### src/rtl/hazard_stall_controller_pkg.sv
// Shared types and constants for the ID-stage hazard/stall controller.
package hazard_stall_controller_pkg;

  localparam int unsigned RA_W_DEFAULT = 5;
  localparam int unsigned REG_ZERO     = 0;

  typedef enum logic {
    IDLE  = 1'b0,
    STALL = 1'b1
  } state_t;

  // Number of stall cycles a detected hazard requires.
  typedef logic [1:0] need_t;
  localparam need_t NEED_NONE = 2'd0;
  localparam need_t NEED_ONE  = 2'd1;
  localparam need_t NEED_TWO  = 2'd2;

endpackage

### src/rtl/hazard_stall_controller_need.sv
// Combinational hazard classifier: stall cycles needed by the ID instruction.
module hazard_need_decode
  import hazard_stall_controller_pkg::*;
#(
  parameter int unsigned RA_W         = RA_W_DEFAULT,
  parameter bit          BRANCH_IN_ID = 1'b1,
  parameter bit          ZERO_REG_EN  = 1'b1
) (
  input  logic [RA_W-1:0] id_rs,
  input  logic [RA_W-1:0] id_rt,
  input  logic            id_uses_rs,
  input  logic            id_uses_rt,
  input  logic            id_branch,
  input  logic [RA_W-1:0] ex_rd,
  input  logic            ex_regwrite,
  input  logic            ex_memread,
  input  logic [RA_W-1:0] mem_rd,
  input  logic            mem_memread,
  output need_t           need,
  output logic            is_branch_event
);

  logic match_ex;
  logic match_mem;
  logic branch_rules;

  // Register 0 is hard-wired, so it never carries a real dependency.
  always_comb begin
    match_ex  = ((ex_rd == id_rs) && id_uses_rs) || ((ex_rd == id_rt) && id_uses_rt);
    match_mem = ((mem_rd == id_rs) && id_uses_rs) || ((mem_rd == id_rt) && id_uses_rt);
    if (ZERO_REG_EN) begin
      match_ex  = match_ex  && (ex_rd  != RA_W'(REG_ZERO));
      match_mem = match_mem && (mem_rd != RA_W'(REG_ZERO));
    end
  end

  assign branch_rules = BRANCH_IN_ID && id_branch;

  always_comb begin
    need = NEED_NONE;
    if (ex_memread && ex_regwrite && match_ex) begin
      need = branch_rules ? NEED_TWO : NEED_ONE;
    end else if (branch_rules && ex_regwrite && match_ex) begin
      need = NEED_ONE;
    end else if (branch_rules && mem_memread && match_mem) begin
      need = NEED_ONE;
    end
  end

  assign is_branch_event = id_branch;

endmodule

### src/rtl/hazard_stall_controller.sv
// ID-stage hazard/stall controller: stall sequencing, pipeline enables/flushes
// and saturating performance counters.
module hazard_stall_controller
  import hazard_stall_controller_pkg::*;
#(
  parameter int unsigned RA_W         = RA_W_DEFAULT,
  parameter int unsigned PERF_W       = 32,
  parameter bit          BRANCH_IN_ID = 1'b1,
  parameter bit          ZERO_REG_EN  = 1'b1
) (
  input  logic              Clock,
  input  logic              Reset,
  input  logic [RA_W-1:0]   IDRs,
  input  logic [RA_W-1:0]   IDRt,
  input  logic              IDUsesRs,
  input  logic              IDUsesRt,
  input  logic              IDBranch,
  input  logic              BranchTaken,
  input  logic [RA_W-1:0]   EXRd,
  input  logic              EXRegWrite,
  input  logic              EXMemRead,
  input  logic [RA_W-1:0]   MEMRd,
  input  logic              MEMMemRead,
  output logic              PCWriteEnable,
  output logic              IFIDWriteEnable,
  output logic              IDEXFlush,
  output logic              IFIDFlush,
  output logic              Stalling,
  output logic [PERF_W-1:0] StallCycles,
  output logic [PERF_W-1:0] LoadUseEvents,
  output logic [PERF_W-1:0] BranchStallEvents
);

  state_t state_q, state_d;
  logic [1:0] cnt_q, cnt_d;
  need_t need;
  logic  is_branch_event;
  logic  stall_c;
  logic  entry_c;

  hazard_need_decode #(
    .RA_W        (RA_W),
    .BRANCH_IN_ID(BRANCH_IN_ID),
    .ZERO_REG_EN (ZERO_REG_EN)
  ) u_need (
    .id_rs          (IDRs),
    .id_rt          (IDRt),
    .id_uses_rs     (IDUsesRs),
    .id_uses_rt     (IDUsesRt),
    .id_branch      (IDBranch),
    .ex_rd          (EXRd),
    .ex_regwrite    (EXRegWrite),
    .ex_memread     (EXMemRead),
    .mem_rd         (MEMRd),
    .mem_memread    (MEMMemRead),
    .need           (need),
    .is_branch_event(is_branch_event)
  );

  always_ff @(posedge Clock) begin
    if (!Reset) begin
      state_q <= IDLE;
      cnt_q   <= 2'd0;
    end else begin
      state_q <= state_d;
      cnt_q   <= cnt_d;
    end
  end

  // cnt holds the stall cycles still owed after the current one.
  always_comb begin
    state_d = state_q;
    cnt_d   = cnt_q;
    case (state_q)
      IDLE: begin
        if (need != NEED_NONE) begin
          cnt_d   = need - 2'd1;
          state_d = (need == NEED_TWO) ? STALL : IDLE;
        end
      end
      STALL: begin
        cnt_d = cnt_q - 2'd1;
        if (cnt_q == 2'd1) begin
          state_d = IDLE;
        end
      end
      default: begin
        state_d = IDLE;
        cnt_d   = 2'd0;
      end
    endcase
  end

  // Stall is Mealy in IDLE so a hazard costs no detection latency.
  assign entry_c = (state_q == IDLE) && (need != NEED_NONE);
  assign stall_c = (state_q == STALL) || entry_c;

  always_comb begin
    PCWriteEnable   = 1'b1;
    IFIDWriteEnable = 1'b1;
    IDEXFlush       = 1'b0;
    IFIDFlush       = 1'b0;
    Stalling        = 1'b0;
    if (!Reset) begin
      PCWriteEnable   = 1'b0;
      IFIDWriteEnable = 1'b0;
      IDEXFlush       = 1'b1;
      IFIDFlush       = 1'b1;
    end else if (stall_c) begin
      PCWriteEnable   = 1'b0;
      IFIDWriteEnable = 1'b0;
      IDEXFlush       = 1'b1;
      Stalling        = 1'b1;
    end else begin
      IFIDFlush = IDBranch && BranchTaken;
    end
  end

  function automatic logic [PERF_W-1:0] sat_inc(input logic [PERF_W-1:0] v);
    return (v == {PERF_W{1'b1}}) ? v : v + PERF_W'(1);
  endfunction

  // Event counters only see the IDLE->stall entry, not the continuation cycle.
  always_ff @(posedge Clock) begin
    if (!Reset) begin
      StallCycles       <= '0;
      LoadUseEvents     <= '0;
      BranchStallEvents <= '0;
    end else begin
      if (stall_c) begin
        StallCycles <= sat_inc(StallCycles);
      end
      if (entry_c && is_branch_event) begin
        BranchStallEvents <= sat_inc(BranchStallEvents);
      end
      if (entry_c && !is_branch_event) begin
        LoadUseEvents <= sat_inc(LoadUseEvents);
      end
    end
  end

endmodule

### config.mk
export PLATFORM = sky130hd
export DESIGN_NAME = hazard_stall_controller
export DESIGN_NICKNAME = d
export VERILOG_FILES = /design/src/rtl/hazard_stall_controller_pkg.sv /design/src/rtl/hazard_stall_controller_need.sv /design/src/rtl/hazard_stall_controller.sv
export SDC_FILE = /design/constraint.sdc
export NUM_CORES = 1
export LEC_CHECK = 0
export CAP_MARGIN = 20
export CELL_PAD_IN_SITES_DETAIL_PLACEMENT = 1
export CELL_PAD_IN_SITES_GLOBAL_PLACEMENT = 2
export CORE_MARGIN = 2
export CORE_UTILIZATION = 33
export DETAILED_ROUTE_END_ITERATION = 7
export DONT_BUFFER_PORTS = 1
export HOLD_SLACK_MARGIN = 0.12
export PLACE_DENSITY = 0.73
export SYNTH_ARGS = -nofsm -noshare
export SYNTH_HDL_FRONTEND = slang
export SYNTH_HIERARCHICAL = 1
export SYNTH_SLANG_ARGS = --single-unit
### constraint.sdc
create_clock -name Clock -period 3.3 [get_ports Clock]
set_input_delay 0.66 -clock Clock [delete_from_list [all_inputs] [get_ports Clock]]
set_output_delay 0.66 -clock Clock [all_outputs]
set_load 0.01 [all_outputs]
# ---- Yosys cells after proc, flatten, opt, wreduce, memory -nomap -nowiden
# Index checks and enable logic that the tools add are counted.
dict set report word_totals {
  regBits 99
  input_bits 29
  output_inout_bits 101
  elab_cells 67
}
dict set report op_classes {
  addsub 5
  eq_ne 10
  mux 17
  bitwise_logic 4
  reduce_logical 26
}
# op n
set ops {}
lappend ops {{$add A32 B1 Y32 const B} 3}
lappend ops {{$eq A32 B32 Y1 const B} 3}
lappend ops {{$eq A5 B5 Y1} 4}
lappend ops {{$logic_and A1 B1 Y1} 16}
lappend ops {{$mux W1} 11}
lappend ops {{$reduce_bool A5 Y1} 2}
lappend ops {{$mux W2} 4}
lappend ops {{$reduce_and A2 Y1} 3}
lappend ops {{$not A1 Y1} 4}
lappend ops {{$pmux W2 S2} 1}
lappend ops {{$sub A2 B1 Y2 const B} 2}
lappend ops {{$logic_or A1 B1 Y1} 3}
lappend ops {{$eq A2 B1 Y1 const B} 1}
lappend ops {{$eq A2 B2 Y1 const B} 1}
lappend ops {{$ne A2 B1 Y1 const B} 1}
lappend ops {{$pmux W1 S2} 1}
lappend ops {{$reduce_bool A2 Y1} 1}
lappend ops {{$logic_not A1 Y1} 1}

# ---- Logic depth before layout (Yosys ltp)
# Gate-level depths: netlist (run 1).
dict set report logic_depth {
  word_depth 13
  depth_mapped 15
  depth_no_buf 12
}

# ---- By module
# Netlist (run 1), hierarchy kept.
# mod instances cells_each area_each_um2 seq_area_each_um2
set by_module_without_submodules {}
lappend by_module_without_submodules {hazard_stall_controller 1 627 5131.2 1981.9}
lappend by_module_without_submodules {hazard_need_decode 1 41 299.0 0.0}

# ---- Worst setup path before layout (run 1)
# Ideal clock, no wire load.
dict set report synth_timing {
  path_type {input-to-reg}
  from {input EXRd[0]}
  to {register LoadUseEvents[13]}
  setup_time_ns 0.070
  arrival_time_ns 3.436
  path_slack_ns -0.207
  path_stages 12
  path_buffers 2
  path_cell_list {or4_1 -> o21ai_1 -> nor2b_1 -> a31oi_1 -> inv_1 -> ha_1 -> buf_6 -> or3_4 -> or3_1 -> buf_2 -> or4_1 -> a21oi_1}
}
dict set report synth_between {
  elab_chain_cells 11
  word_cells_on_any_way 15
  cone_classes {eq/ne (2); mux (2); reduce/logical (11)}
}
# item line
set synth_rtl {}
lappend synth_rtl {{start, declared} hazard_stall_controller.sv:19} ;# input logic [RA_W-1:0] EXRd,
lappend synth_rtl {{$eq A5 B5 Y1} hazard_stall_controller_need.sv:29} ;# match_ex = ((ex_rd == id_rs) && id_uses_rs) || ((ex_rd == id_rt) && id_uses_rt);
lappend synth_rtl {{$logic_and A1 B1 Y1} hazard_stall_controller_need.sv:29}
lappend synth_rtl {{$logic_or A1 B1 Y1} hazard_stall_controller_need.sv:29}
lappend synth_rtl {{$logic_and A1 B1 Y1 *} hazard_stall_controller_need.sv:32} ;# match_ex = match_ex && (ex_rd != RA_W'(REG_ZERO));
lappend synth_rtl {{$logic_and A1 B1 Y1} hazard_stall_controller_need.sv:43} ;# end else if (branch_rules && ex_regwrite && match_ex) begin
lappend synth_rtl {{$mux W2} hazard_stall_controller_need.sv:43}
lappend synth_rtl {{$mux W2 *} hazard_stall_controller_need.sv:41} ;# if (ex_memread && ex_regwrite && match_ex) begin
lappend synth_rtl {{net need[0]} hazard_stall_controller.sv:36} ;# need_t need;
lappend synth_rtl {{$reduce_bool A2 Y1 *} hazard_stall_controller.sv:95} ;# assign entry_c = (state_q == IDLE) && (need != NEED_NONE);
lappend synth_rtl {{$logic_and A1 B1 Y1 *} hazard_stall_controller.sv:95}
lappend synth_rtl {{$logic_and A1 B1 Y1 *} hazard_stall_controller.sv:136} ;# if (entry_c && !is_branch_event) begin
lappend synth_rtl {{$reduce_and A2 Y1 (no source line) *} --}
lappend synth_rtl {{end signal, assigned} hazard_stall_controller.sv:137} ;# LoadUseEvents <= sat_inc(LoadUseEvents);
lappend synth_rtl {{end, declared} hazard_stall_controller.sv:30} ;# output logic [PERF_W-1:0] LoadUseEvents,
# Mark *: on every way through the listed nets, which the timed path passes. The rest lies on a longest branch.
# A chain may end at the register's enable or synchronous reset.

# ---- Worst setup path after layout (run 1)
dict set report layout_timing {
  from {input EXRd[0]}
  to {output Stalling}
}
dict set report layout_between {
  elab_chain_cells 12
  word_cells_on_any_way 16
  cone_classes {eq/ne (2); mux (4); reduce/logical (10)}
}
# item line
set layout_rtl {}
lappend layout_rtl {{$eq A5 B5 Y1} hazard_stall_controller_need.sv:29}
lappend layout_rtl {{$logic_and A1 B1 Y1} hazard_stall_controller_need.sv:29}
lappend layout_rtl {{$logic_or A1 B1 Y1} hazard_stall_controller_need.sv:29}
lappend layout_rtl {{$logic_and A1 B1 Y1 *} hazard_stall_controller_need.sv:32}
lappend layout_rtl {{$logic_and A1 B1 Y1} hazard_stall_controller_need.sv:43}
lappend layout_rtl {{$mux W2} hazard_stall_controller_need.sv:43}
lappend layout_rtl {{$mux W2 *} hazard_stall_controller_need.sv:41}
lappend layout_rtl {{net need[0]} hazard_stall_controller.sv:36}
lappend layout_rtl {{$reduce_bool A2 Y1 *} hazard_stall_controller.sv:95}
lappend layout_rtl {{$logic_and A1 B1 Y1 *} hazard_stall_controller.sv:95}
lappend layout_rtl {{$logic_or A1 B1 Y1 *} hazard_stall_controller.sv:96} ;# assign stall_c = (state_q == STALL) || entry_c;
lappend layout_rtl {{$mux W1 *} hazard_stall_controller.sv:109} ;# end else if (stall_c) begin
lappend layout_rtl {{$mux W1 *} hazard_stall_controller.sv:104} ;# if (!Reset) begin
lappend layout_rtl {{end, declared} hazard_stall_controller.sv:28} ;# output logic Stalling,
# Marked as above.

==> qor_table.md, run 1 <==
| Quantity | This run | Unit |
| --- | --- | --- |
| Outcome | complete, no violations | - |
| Maximum clock frequency | 319 | MHz |
| Required time reported for the critical path endpoint | 2640 | ps |
| Skew-Pair Late Insertion Delay | 360 | ps |
| Overall die area | 17500 | sq um |
| Measured slew at the worst slew-check pin | 698 | ps |
| Diode insertion count for antenna repair | 0 | - |
| Final Worst Setup Slack | 166 | ps |
| Yosys reg bits | 99 | - |
| Total Wirelength | 16100 | microns |
| Final critical path time including I/O delays and setup | 3130 | ps |
| GRT Total Usage | 18.8 | % |
| Post-CTS clock slew at the launch and capture registers of the worst setup and hold paths | 70 | ps |
| IR Drop Worst-Case VDD | 0.000259 | V |
| Minimum setup slack after placement | -194 | ps |
| Final cell utilization of the core | 38.3 | % |
| DR DRC count | 0 | - |
| Final hold viol count | 0 | - |
| Worst slew margin relative to its limit | 53.4 | % |
| TritonRoute pass-1 iters | 4 | - |
| Iter 0 DRT Violations | 235 | - |
| Critical-path maximum fanout | 8 | - |
| Register area share after synthesis | 36.5 | % |
| Hold buffer count at cts | 0 | - |
| Crit Path Category | in -> out | - |
| Setup crit start kind | input port | - |
| Bufs and invs on worst path | 2 | - |
| Slew Limit Fails | 0 | - |
| Depth of the CTS H-tree | 3 | - |
| CP cell instances | or4_1 -> o21ai_2 -> nor2_1 -> a22oi_1 -> a31oi_1 -> inv_1 -> ha_4 -> nor2b_2 -> buf_4 -> nor2_1 | - |
| Synthesized netlist cell count | 668 | - |
| CTS tree | built | - |
| Initial antenna violation count | 0 | - |
| Post-synth design cell area | 5430 | sq um |
| Post-CTS setup buffers | 0 | - |
| Cell area power density | 401 | nW/um^2 |
| Average footprint of a synthesized cell | 8.13 | sq um |
| Total of endpoints with negative setup slack in the final report | 0 | - |
| TritonCTS sink count | 99 | - |
| Net Count, Synth | 703 | - |
| Leakage Power | 0.00177 | uW |
| Cell type group with the largest total delay on the critical path | simple AND/OR/NAND/NOR gates | - |
| TritonCTS buffer count | 9 | - |
| Layout cells sized above 1 | 10.1 | % |
| Number of rows created at floorplan | 46 | - |
| Total core area | 16000 | sq um |
| Pin count of the biggest net entering global routing | 44 | - |
| Cell with the most instances after synthesis | sky130_fd_sc_hd__dfxtp_1 | - |
| Unrepaired setup endpoints after global routing | no | - |
| Number of warnings issued by yosys | 6 | - |
| Class of the tightest hold or removal check | in -> reg | - |
| First-pass GRT wire length | 27100 | microns |
| Total number of vias | 5201 | - |
| Setup TNS after final layout | 0 | ps |
| FFs w/ async S/R, synth | 0 | % |
| Worst path arrival time | 2470 | ps |
| Crit-path slowest cell | sky130_fd_sc_hd__or4_1 | - |
| Congestion Overflow GR | 0 | - |
| Worst Hold Slack | 416 | ps |
| Cell type with the largest total area after synthesis | sky130_fd_sc_hd__dfxtp_1 | - |
| Synth top cells by count | sky130_fd_sc_hd__dfxtp_1, sky130_fd_sc_hd__a21oi_1, sky130_fd_sc_hd__nand2_1 | - |
| Post-layout nets | 711 | - |
| Post-DP Area | 5790 | sq um |
| Num ports | 130 | - |
| Via count of the first global-routing pass | 5385 | - |
| Detailed placement HPWL | 11900 | microns |
| Max Buffers Root-to-Sink | 2 | - |
| Endpoint kind of the worst setup timing path | output pin | - |
| Main synth FF type | sky130_fd_sc_hd__dfxtp_1 | - |
| Final standard cell area without fillers | 6130 | sq um |
| Average wire length per cell after detail routing | 18.0 | microns |
| Cells taking the most area after synthesis | sky130_fd_sc_hd__dfxtp_1, sky130_fd_sc_hd__or3_1, sky130_fd_sc_hd__a21oi_1, sky130_fd_sc_hd__o21ai_0, sky130_fd_sc_hd__nand4_1 | - |
| Stage delay of the slowest cell on the critical path | 530 | ps |
| Initial cell density of the core | 33.9 | % |
| Max_cap viols | 0 | - |
| Final clock skew | 8.49 | ps |
| Port Buffers | 0 | - |
| Cell mode on critical path | sky130_fd_sc_hd__nor2_1 | - |
| Die Y-Extent | 132 | microns |
| Share of the clock period used by the worst path | 95.0 | % |
| Number of routed nets with antenna violations | 0 | - |
| Die extent in x | 132 | microns |
| Proportion of netlist area held by the largest area contributor | 36.5 | % |
| Root buffer selected by CTS | sky130_fd_sc_hd__clkbuf_16 | - |
| Post-synthesis to final-layout area growth | 12.9 | % |
| Post-detailed-route via-to-cell ratio | 5.80 | - |
| Synth cell types | 54 | - |
| RePlAce Congestion | 0.757 | - |
| EDFF count, synth | 0 | - |
-- layer usage --
layer	share of wire (%)	vias to the layer above	GRT usage, %	wire, microns
li1	-	2533	-	-
met1	44	2551	21.9	7100
met2	49	102	33.1	7900
met3	5.5	15	5.15	891
met4	1.5	0	6.39	247
met5	0	-	0	0
-- power by group --
part	switching, uW	total [uW]	internal, uW
Sequential	3.23	1200	1200
Combinational	46.3	84.3	38.0
Clock	486	1170	687
-- state kept, by name, indices dropped and copies added (netlist names) --
| name | count |
|---|---|
| state_q | 1 |
| BranchStallEvents | 32 |
| LoadUseEvents | 32 |
| StallCycles | 32 |
| cnt_q | 2 |
-- cell usage in the layout, fill, tap and decap left out, types with 6 or more instances in the layout --
cell,Yosys,layout
sky130_fd_sc_hd__nand4_1,34,34
sky130_fd_sc_hd__or2_2,6,6
sky130_fd_sc_hd__nor4_1,15,15
sky130_fd_sc_hd__mux2i_1,11,11
sky130_fd_sc_hd__inv_1,16,16
sky130_fd_sc_hd__buf_4,3,29
sky130_fd_sc_hd__dfxtp_1,99,99
sky130_fd_sc_hd__xnor2_1,24,24
sky130_fd_sc_hd__or3_1,55,55
sky130_fd_sc_hd__nor2_1,29,29
sky130_fd_sc_hd__o31a_1,7,7
sky130_fd_sc_hd__nand3_1,32,32
sky130_fd_sc_hd__o21ai_0,51,51
sky130_fd_sc_hd__o31ai_1,16,16
sky130_fd_sc_hd__and3_1,7,7
sky130_fd_sc_hd__or4_1,19,19
sky130_fd_sc_hd__a21oi_1,66,66
sky130_fd_sc_hd__o21a_1,7,7
sky130_fd_sc_hd__nand2b_1,17,17
sky130_fd_sc_hd__clkbuf_16,0,9
sky130_fd_sc_hd__nor3_1,9,9
sky130_fd_sc_hd__nand2_1,56,56
-- what timing repair did --
item,CTS,global route
endpoints found under the setup margin,1,9
pin swaps,0,0
gates resized for setup,1,3
-- metrics by stage --
step / power, uW / cells
floorplan: 1300 / 668
global placement: 1310 / 881
detailed placement: 1310 / 881
CTS: 2500 / 897
global route: 2560 / 897
finish: 2460 / 897
-- area by class of cell --
cell class / instances / area (sq um)
Clock buffer: 12 / 246
Clock inverter: 4 / 73.8
Fill cell: 1945 / 9870
Inverter: 17 / 63.8
Multi-Input combinational cell: 520 / 3280
Sequential cell: 99 / 1980
Tap cell: 216 / 270
Timing Repair Buffer: 29 / 218
-- logic make-up after synthesis --
group                    after synthesis  synth area share [%]
XOR/XNOR                              28                  4.52
AO/OA/AOI/OAI                        177                  20.3
multiplexers                          11                  2.03
flip-flops                            99                  36.5
buffers and inverters                 49                  3.87
AND/OR/NAND/NOR                      298                  31.4
adder cells (fa/ha/maj)                6                  1.38
-- path summary, 6_finish.rpt --
path                              from                    end  slack [ps]  depth (start not counted)
hold / removal                   Reset   BranchStallEvents[5]         420                          1
setup / recovery               EXRd[0]               Stalling         170                         10
setup reg to reg  BranchStallEvents[2]  BranchStallEvents[30]         850                          5
hold reg to reg        StallCycles[21]        StallCycles[21]         540                          2
Note: power is estimated with default switching activity, not from simulation.
==> run 2, diff against run 1 <==
--- a/config.mk
+++ b/config.mk
@@ -13,7 +13,7 @@
 export DETAILED_ROUTE_END_ITERATION = 7
 export DONT_BUFFER_PORTS = 1
 export HOLD_SLACK_MARGIN = 0.12
-export PLACE_DENSITY = 0.73
+export PLACE_DENSITY = 0.82
 export SYNTH_ARGS = -nofsm -noshare
 export SYNTH_HDL_FRONTEND = slang
 export SYNTH_HIERARCHICAL = 1
==> run 2 against run 1 <==
Effect of this change: critical path depth stayed put; maximum frequency is 0.67% higher; wire length is 3.4% higher; via count is 0.63% higher; non-clock buffer count is 2 lower; critical path type unchanged; highest routed layer unchanged.
==> qor_table.md, run 2 (synthesis gave the netlist of run 1 again) <==
| Quantity | This run | Unit |
| --- | --- | --- |
| Biggest registers after layout | BranchStallEvents: 32 flops, LoadUseEvents: 32 flops, StallCycles: 32 flops | - |
| Unrepaired setup endpoints after global routing | yes | - |
| GRT Total Usage | 18.8 | % |
| Share of the clock period used by the worst path | 94.3 | % |
| RePlAce Congestion | 0.830 | - |
| Endpoint kind of the worst setup timing path | output pin | - |
| Overall die area | 17500 | sq um |
| Measured slew at the worst slew-check pin | 743 | ps |
| Leading cell type in the layout, fill and taps excluded | sky130_fd_sc_hd__dfxtp_1 | - |
| Post-detailed-route via-to-cell ratio | 5.85 | - |
| Average wire length per cell after detail routing | 18.6 | microns |
| Initial cell density of the core | 33.9 | % |
| TritonCTS buffer count | 9 | - |
| Critical-path maximum fanout | 8 | - |
| Crit Path Category | in -> out | - |
| Class of the tightest hold or removal check | in -> reg | - |
| IR Drop Worst-Case VDD | 0.000239 | V |
| Skew-Pair Late Insertion Delay | 360 | ps |
| Total Wirelength | 16700 | microns |
| Die Y-Extent | 132 | microns |
| Leakage Power | 0.00175 | uW |
| DR DRC count | 0 | - |
| Final Worst Setup Slack | 187 | ps |
| Port Buffers | 0 | - |
| Diode insertion count for antenna repair | 0 | - |
| Met3 Track Usage GR | 5.23 | % |
| Number of routed nets with antenna violations | 0 | - |
| Met1 Use GR | 22.7 | % |
| Minimum setup slack after placement | -196 | ps |
| First-pass GRT wire length | 27100 | microns |
| Final total power | 2400 | uW |
| Outcome | complete, no violations | - |
| Worst slew margin relative to its limit | 50.5 | % |
| Post-CTS clock slew at the launch and capture registers of the worst setup and hold paths | 70 | ps |
| Congestion Overflow GR | 0 | - |
| Top library cells by usage in the layout, fill and taps aside | sky130_fd_sc_hd__dfxtp_1, sky130_fd_sc_hd__a21oi_1, sky130_fd_sc_hd__nand2_1 | - |
| Maximum clock frequency | 321 | MHz |
| Initial antenna violation count | 0 | - |
| TritonCTS sink count | 99 | - |
| Depth of the CTS H-tree | 3 | - |
| Total number of vias | 5234 | - |
| Layout cells sized above 1 | 10.3 | % |
| Total core area | 16000 | sq um |
| Pin count of the biggest net entering global routing | 44 | - |
| Via count of the first global-routing pass | 5284 | - |
| GR Layer Usage met2 | 31.6 | % |
| Final critical path time including I/O delays and setup | 3110 | ps |
| Max Buffers Root-to-Sink | 2 | - |
| Busiest metal layer after global routing | met2 | - |
| Post-layout nets | 709 | - |
| Total of endpoints with negative setup slack in the final report | 0 | - |
| Final hold viol count | 0 | - |
| Die extent in x | 132 | microns |
| Slew Limit Fails | 0 | - |
| Cell area power density | 394 | nW/um^2 |
| TritonRoute pass-1 iters | 4 | - |
| Post-CTS setup buffers | 0 | - |
| CTS tree | built | - |
| Worst path arrival time | 2450 | ps |
| Required time reported for the critical path endpoint | 2640 | ps |
| Detailed placement HPWL | 12100 | microns |
| Number of rows created at floorplan | 46 | - |
| Total of fill cells in the finished design | 1946 | - |
| Num ports | 130 | - |
| Post-synthesis to final-layout area growth | 12.5 | % |
| Iter 0 DRT Violations | 286 | - |
| Final clock skew | 7.10 | ps |
| Hold buffer count at cts | 0 | - |
| Max_cap viols | 0 | - |
| Root buffer selected by CTS | sky130_fd_sc_hd__clkbuf_16 | - |
| Setup crit start kind | input port | - |
run 2: cell count changes in the layout (fill, tap and decap cells not counted):
cell,previous run,this run
sky130_fd_sc_hd__buf_4,29,27
sky130_fd_sc_hd__clkbuf_1,2,0
sky130_fd_sc_hd__clkinvlp_4,0,2
sky130_fd_sc_hd__bufinv_16,2,1
sky130_fd_sc_hd__clkinv_2,1,2
sky130_fd_sc_hd__clkinv_4,1,0
sky130_fd_sc_hd__inv_6,0,1
sky130_fd_sc_hd__nor2_1,29,28
sky130_fd_sc_hd__nor2_4,0,1
sky130_fd_sc_hd__o21ai_0,51,50
sky130_fd_sc_hd__o21ai_1,0,1
run 2: report_power, final:
group | internal (uW) | leakage [uW] | switching, uW
sequential | 1200 | 0.000797 | 3.33
clock | 610 | 0.000145 | 509
combinational | 38.7 | 0.000812 | 48.1
run 2: routing by layer:
metal  up-vias  part of all wire, %
li1       2527                    -
met3        16                  6.5
met2       124                   48
met1      2567                   44
met5         -                    0
met4         0                  1.5
run 2: worst max-delay path, stage by stage:
cell and delay [ps]:
sky130_fd_sc_hd__or4_1 530, sky130_fd_sc_hd__o21ai_2 170, sky130_fd_sc_hd__nor2_1 60, sky130_fd_sc_hd__a22oi_1 190
sky130_fd_sc_hd__a31oi_1 60, sky130_fd_sc_hd__inv_1 110, sky130_fd_sc_hd__ha_4 190, sky130_fd_sc_hd__nand2b_1 150
sky130_fd_sc_hd__o21ai_1 170, sky130_fd_sc_hd__buf_4 150
run 2: worst paths after layout:
kind / end / depth (start not counted) / slack, ps / startpoint
setup / recovery: IFIDFlush / 10 / 190 / EXRd[0]
hold / removal: BranchStallEvents[5] / 1 / 420 / Reset
setup reg to reg: BranchStallEvents[30] / 5 / 770 / BranchStallEvents[2]
hold reg to reg: StallCycles[21] / 2 / 550 / StallCycles[21]
run 2: layout make-up:
cell class	instances	area (sq um)	share of cell area (%)
well taps	216	270	4.43
clock inverters	6	63.8	1.04
multi-input cells	520	3290	53.8
flip-flops and latches	99	1980	32.5
repair buffers	27	203	3.32
inverters	17	63.8	1.04
clock buffers	10	239	3.91
run 2: what timing repair did:
action	4_1_cts	5_1_grt
gates resized for setup	0	7
endpoints found under the hold margin	0	0
endpoints found under the setup margin	0	11
run 2: metrics by stage:
stage | hold slack, ps | TNS [ps] | instance area [sq um] | util, % | std cells
floorplan | 501 | -39.8 | 5450 | - | 668
detailed placement | 547 | -2450 | 5770 | 36.1 | 879
global route | 414 | -12.6 | 6110 | 38.2 | 895
global placement | 532 | -320 | 5770 | 36.1 | 879
CTS | 406 | 0 | 6080 | 38.0 | 895
finish | 423 | 0 | 6110 | 38.2 | 895
==> run 3, diff against run 2 <==
--- a/config.mk
+++ b/config.mk
@@ -10,9 +10,11 @@
 export CELL_PAD_IN_SITES_GLOBAL_PLACEMENT = 2
 export CORE_MARGIN = 2
 export CORE_UTILIZATION = 33
+export CTS_CLUSTER_DIAMETER = 80
 export DETAILED_ROUTE_END_ITERATION = 7
 export DONT_BUFFER_PORTS = 1
 export HOLD_SLACK_MARGIN = 0.12
+export MAX_ROUTING_LAYER = met4
 export PLACE_DENSITY = 0.82
 export SYNTH_ARGS = -nofsm -noshare
 export SYNTH_HDL_FRONTEND = slang
==> run 3 against run 2 <==
Effect of this change: via count up 0.15%; wire length about the same; final area unchanged; sequential share of layout area unchanged; core utilization unchanged; worst setup slack better by 0.90 ps; clock power about the same; sequential power about the same; largest cell class unchanged; worst hold slack worse by 1.4 ps; total power about the same.
==> qor_table.md, run 3 (synthesis gave the netlist of run 1 again) <==
| Quantity | This run | Unit |
| --- | --- | --- |
| Outcome | complete, no violations | - |
| Leakage Power | 0.00175 | uW |
| Biggest registers after layout | BranchStallEvents: 32 flops, LoadUseEvents: 32 flops, StallCycles: 32 flops | - |
| Setup crit start kind | input port | - |
| Post-synthesis to final-layout area growth | 12.5 | % |
| Class of the tightest hold or removal check | in -> reg | - |
| TritonRoute pass-1 iters | 4 | - |
| Met3 Track Usage GR | 5.23 | % |
| Die extent in x | 132 | microns |
| Minimum setup slack after placement | -196 | ps |
| Worst path arrival time | 2450 | ps |
| Maximum clock frequency | 321 | MHz |
| Top library cells by usage in the layout, fill and taps aside | sky130_fd_sc_hd__dfxtp_1, sky130_fd_sc_hd__a21oi_1, sky130_fd_sc_hd__nand2_1 | - |
| Final clock skew | 7.37 | ps |
| CTS tree | built | - |
| DR DRC count | 0 | - |
| Setup TNS after final layout | 0 | ps |
| Critical-path maximum fanout | 8 | - |
| Busiest metal layer after global routing | met2 | - |
| Post-layout nets | 709 | - |
| GRT Total Usage | 19.4 | % |
| Die Y-Extent | 132 | microns |
| Number of routed nets with antenna violations | 0 | - |
| Post-CTS clock slew at the launch and capture registers of the worst setup and hold paths | 70 | ps |
| Num ports | 130 | - |
| RePlAce Congestion | 0.842 | - |
| TritonCTS buffer count | 9 | - |
| GR Layer Usage met2 | 31.6 | % |
| Total of endpoints with negative setup slack in the final report | 0 | - |
| Initial cell density of the core | 33.9 | % |
| Post-detailed-route via-to-cell ratio | 5.86 | - |
| Port Buffers | 0 | - |
| Layout cells sized above 1 | 10.3 | % |
| Iter 0 DRT Violations | 268 | - |
| Total Wirelength | 16700 | microns |
| Slew Limit Fails | 0 | - |
| First-pass GRT wire length | 27100 | microns |
| Pin count of the biggest net entering global routing | 44 | - |
| Hold buffer count at cts | 0 | - |
| Total number of vias | 5242 | - |
| Total of fill cells in the finished design | 1946 | - |
| Met1 Use GR | 22.7 | % |
| Final hold viol count | 0 | - |
| Average wire length per cell after detail routing | 18.6 | microns |
| Final Worst Setup Slack | 188 | ps |
| Max_cap viols | 0 | - |
| Number of standard cells in the final layout excluding fillers | 895 | - |
| Via count of the first global-routing pass | 5297 | - |
| Number of rows created at floorplan | 46 | - |
| Overall die area | 17500 | sq um |
| Initial antenna violation count | 0 | - |
| Depth of the CTS H-tree | 3 | - |
| Worst Hold Slack | 421 | ps |
| Share of the clock period used by the worst path | 94.3 | % |
| Root buffer selected by CTS | sky130_fd_sc_hd__clkbuf_16 | - |
| Detailed placement HPWL | 12100 | microns |
| Max Buffers Root-to-Sink | 2 | - |
| Unrepaired setup endpoints after global routing | yes | - |
| Leading cell type in the layout, fill and taps excluded | sky130_fd_sc_hd__dfxtp_1 | - |
| Congestion Overflow GR | 0 | - |
| Required time reported for the critical path endpoint | 2640 | ps |
| Number of placed instances, taps included | 879 | - |
| Endpoint kind of the worst setup timing path | output pin | - |
| Crit Path Category | in -> out | - |
| Cell area power density | 394 | nW/um^2 |
| IR Drop Worst-Case VDD | 0.000239 | V |
| Measured slew at the worst slew-check pin | 754 | ps |
| Skew-Pair Late Insertion Delay | 360 | ps |
| Total core area | 16000 | sq um |
| TritonCTS sink count | 99 | - |
| Final cell utilization of the core | 38.2 | % |
| Worst slew margin relative to its limit | 49.7 | % |
| Diode insertion count for antenna repair | 0 | - |
| Final critical path time including I/O delays and setup | 3110 | ps |
run 3: worst max-delay path, cell delays in order:
cell and delay, ps:
sky130_fd_sc_hd__or4_1 530, sky130_fd_sc_hd__o21ai_2 170, sky130_fd_sc_hd__nor2_1 60, sky130_fd_sc_hd__a22oi_1 190, sky130_fd_sc_hd__a31oi_1 60, sky130_fd_sc_hd__inv_1 110, sky130_fd_sc_hd__ha_4 190, sky130_fd_sc_hd__nand2b_1 150
sky130_fd_sc_hd__o21ai_1 170, sky130_fd_sc_hd__buf_4 150
run 3: metal layers:
layer / up-vias / wire [microns]
met5: - / 0
met4: 0 / 257
met3: 16 / 1150
met2: 125 / 8060
met1: 2570 / 7220
li1: 2531 / -
run 3: per-stage QoR:
stage               cell area (sq um)  power (uW)
global route                     6110        2490
finish                           6110        2410
global placement                 5770        1310
detailed placement               5770        1310
CTS                              6080        2440
floorplan                        5450        1300
run 3: path summary, 6_finish.rpt:
| path | startpoint | endpoint | slack, ps | cells past startpoint |
|---|---|---|---|---|
| max | EXRd[0] | IFIDFlush | 190 | 10 |
| min | Reset | BranchStallEvents[5] | 420 | 1 |
| max reg2reg | BranchStallEvents[2] | BranchStallEvents[30] | 770 | 5 |
| min reg2reg | StallCycles[21] | StallCycles[21] | 550 | 2 |
run 3: report_power, final:
group          leakage (uW)  switching, uW  internal (uW)
registers          0.000797           3.33           1200
clock network      0.000145            511            610
logic              0.000812           48.2           38.7
run 3: what timing repair did:
action / in CTS / in global routing
resized for setup: 0 / 7
buffers inserted: 0 / 0
endpoints found under the setup margin: 0 / 11
run 3: final cells by class:
| cell class | instances | area, sq um | share of cell area, % |
|---|---|---|---|
| flip-flops and latches | 99 | 1980 | 32.5 |
| multi-input cells | 520 | 3290 | 53.8 |
| clock buffers | 10 | 239 | 3.91 |
| clock inverters | 6 | 63.8 | 1.04 |
| well taps | 216 | 270 | 4.43 |
| repair buffers | 27 | 203 | 3.32 |
| inverters | 17 | 63.8 | 1.04 |
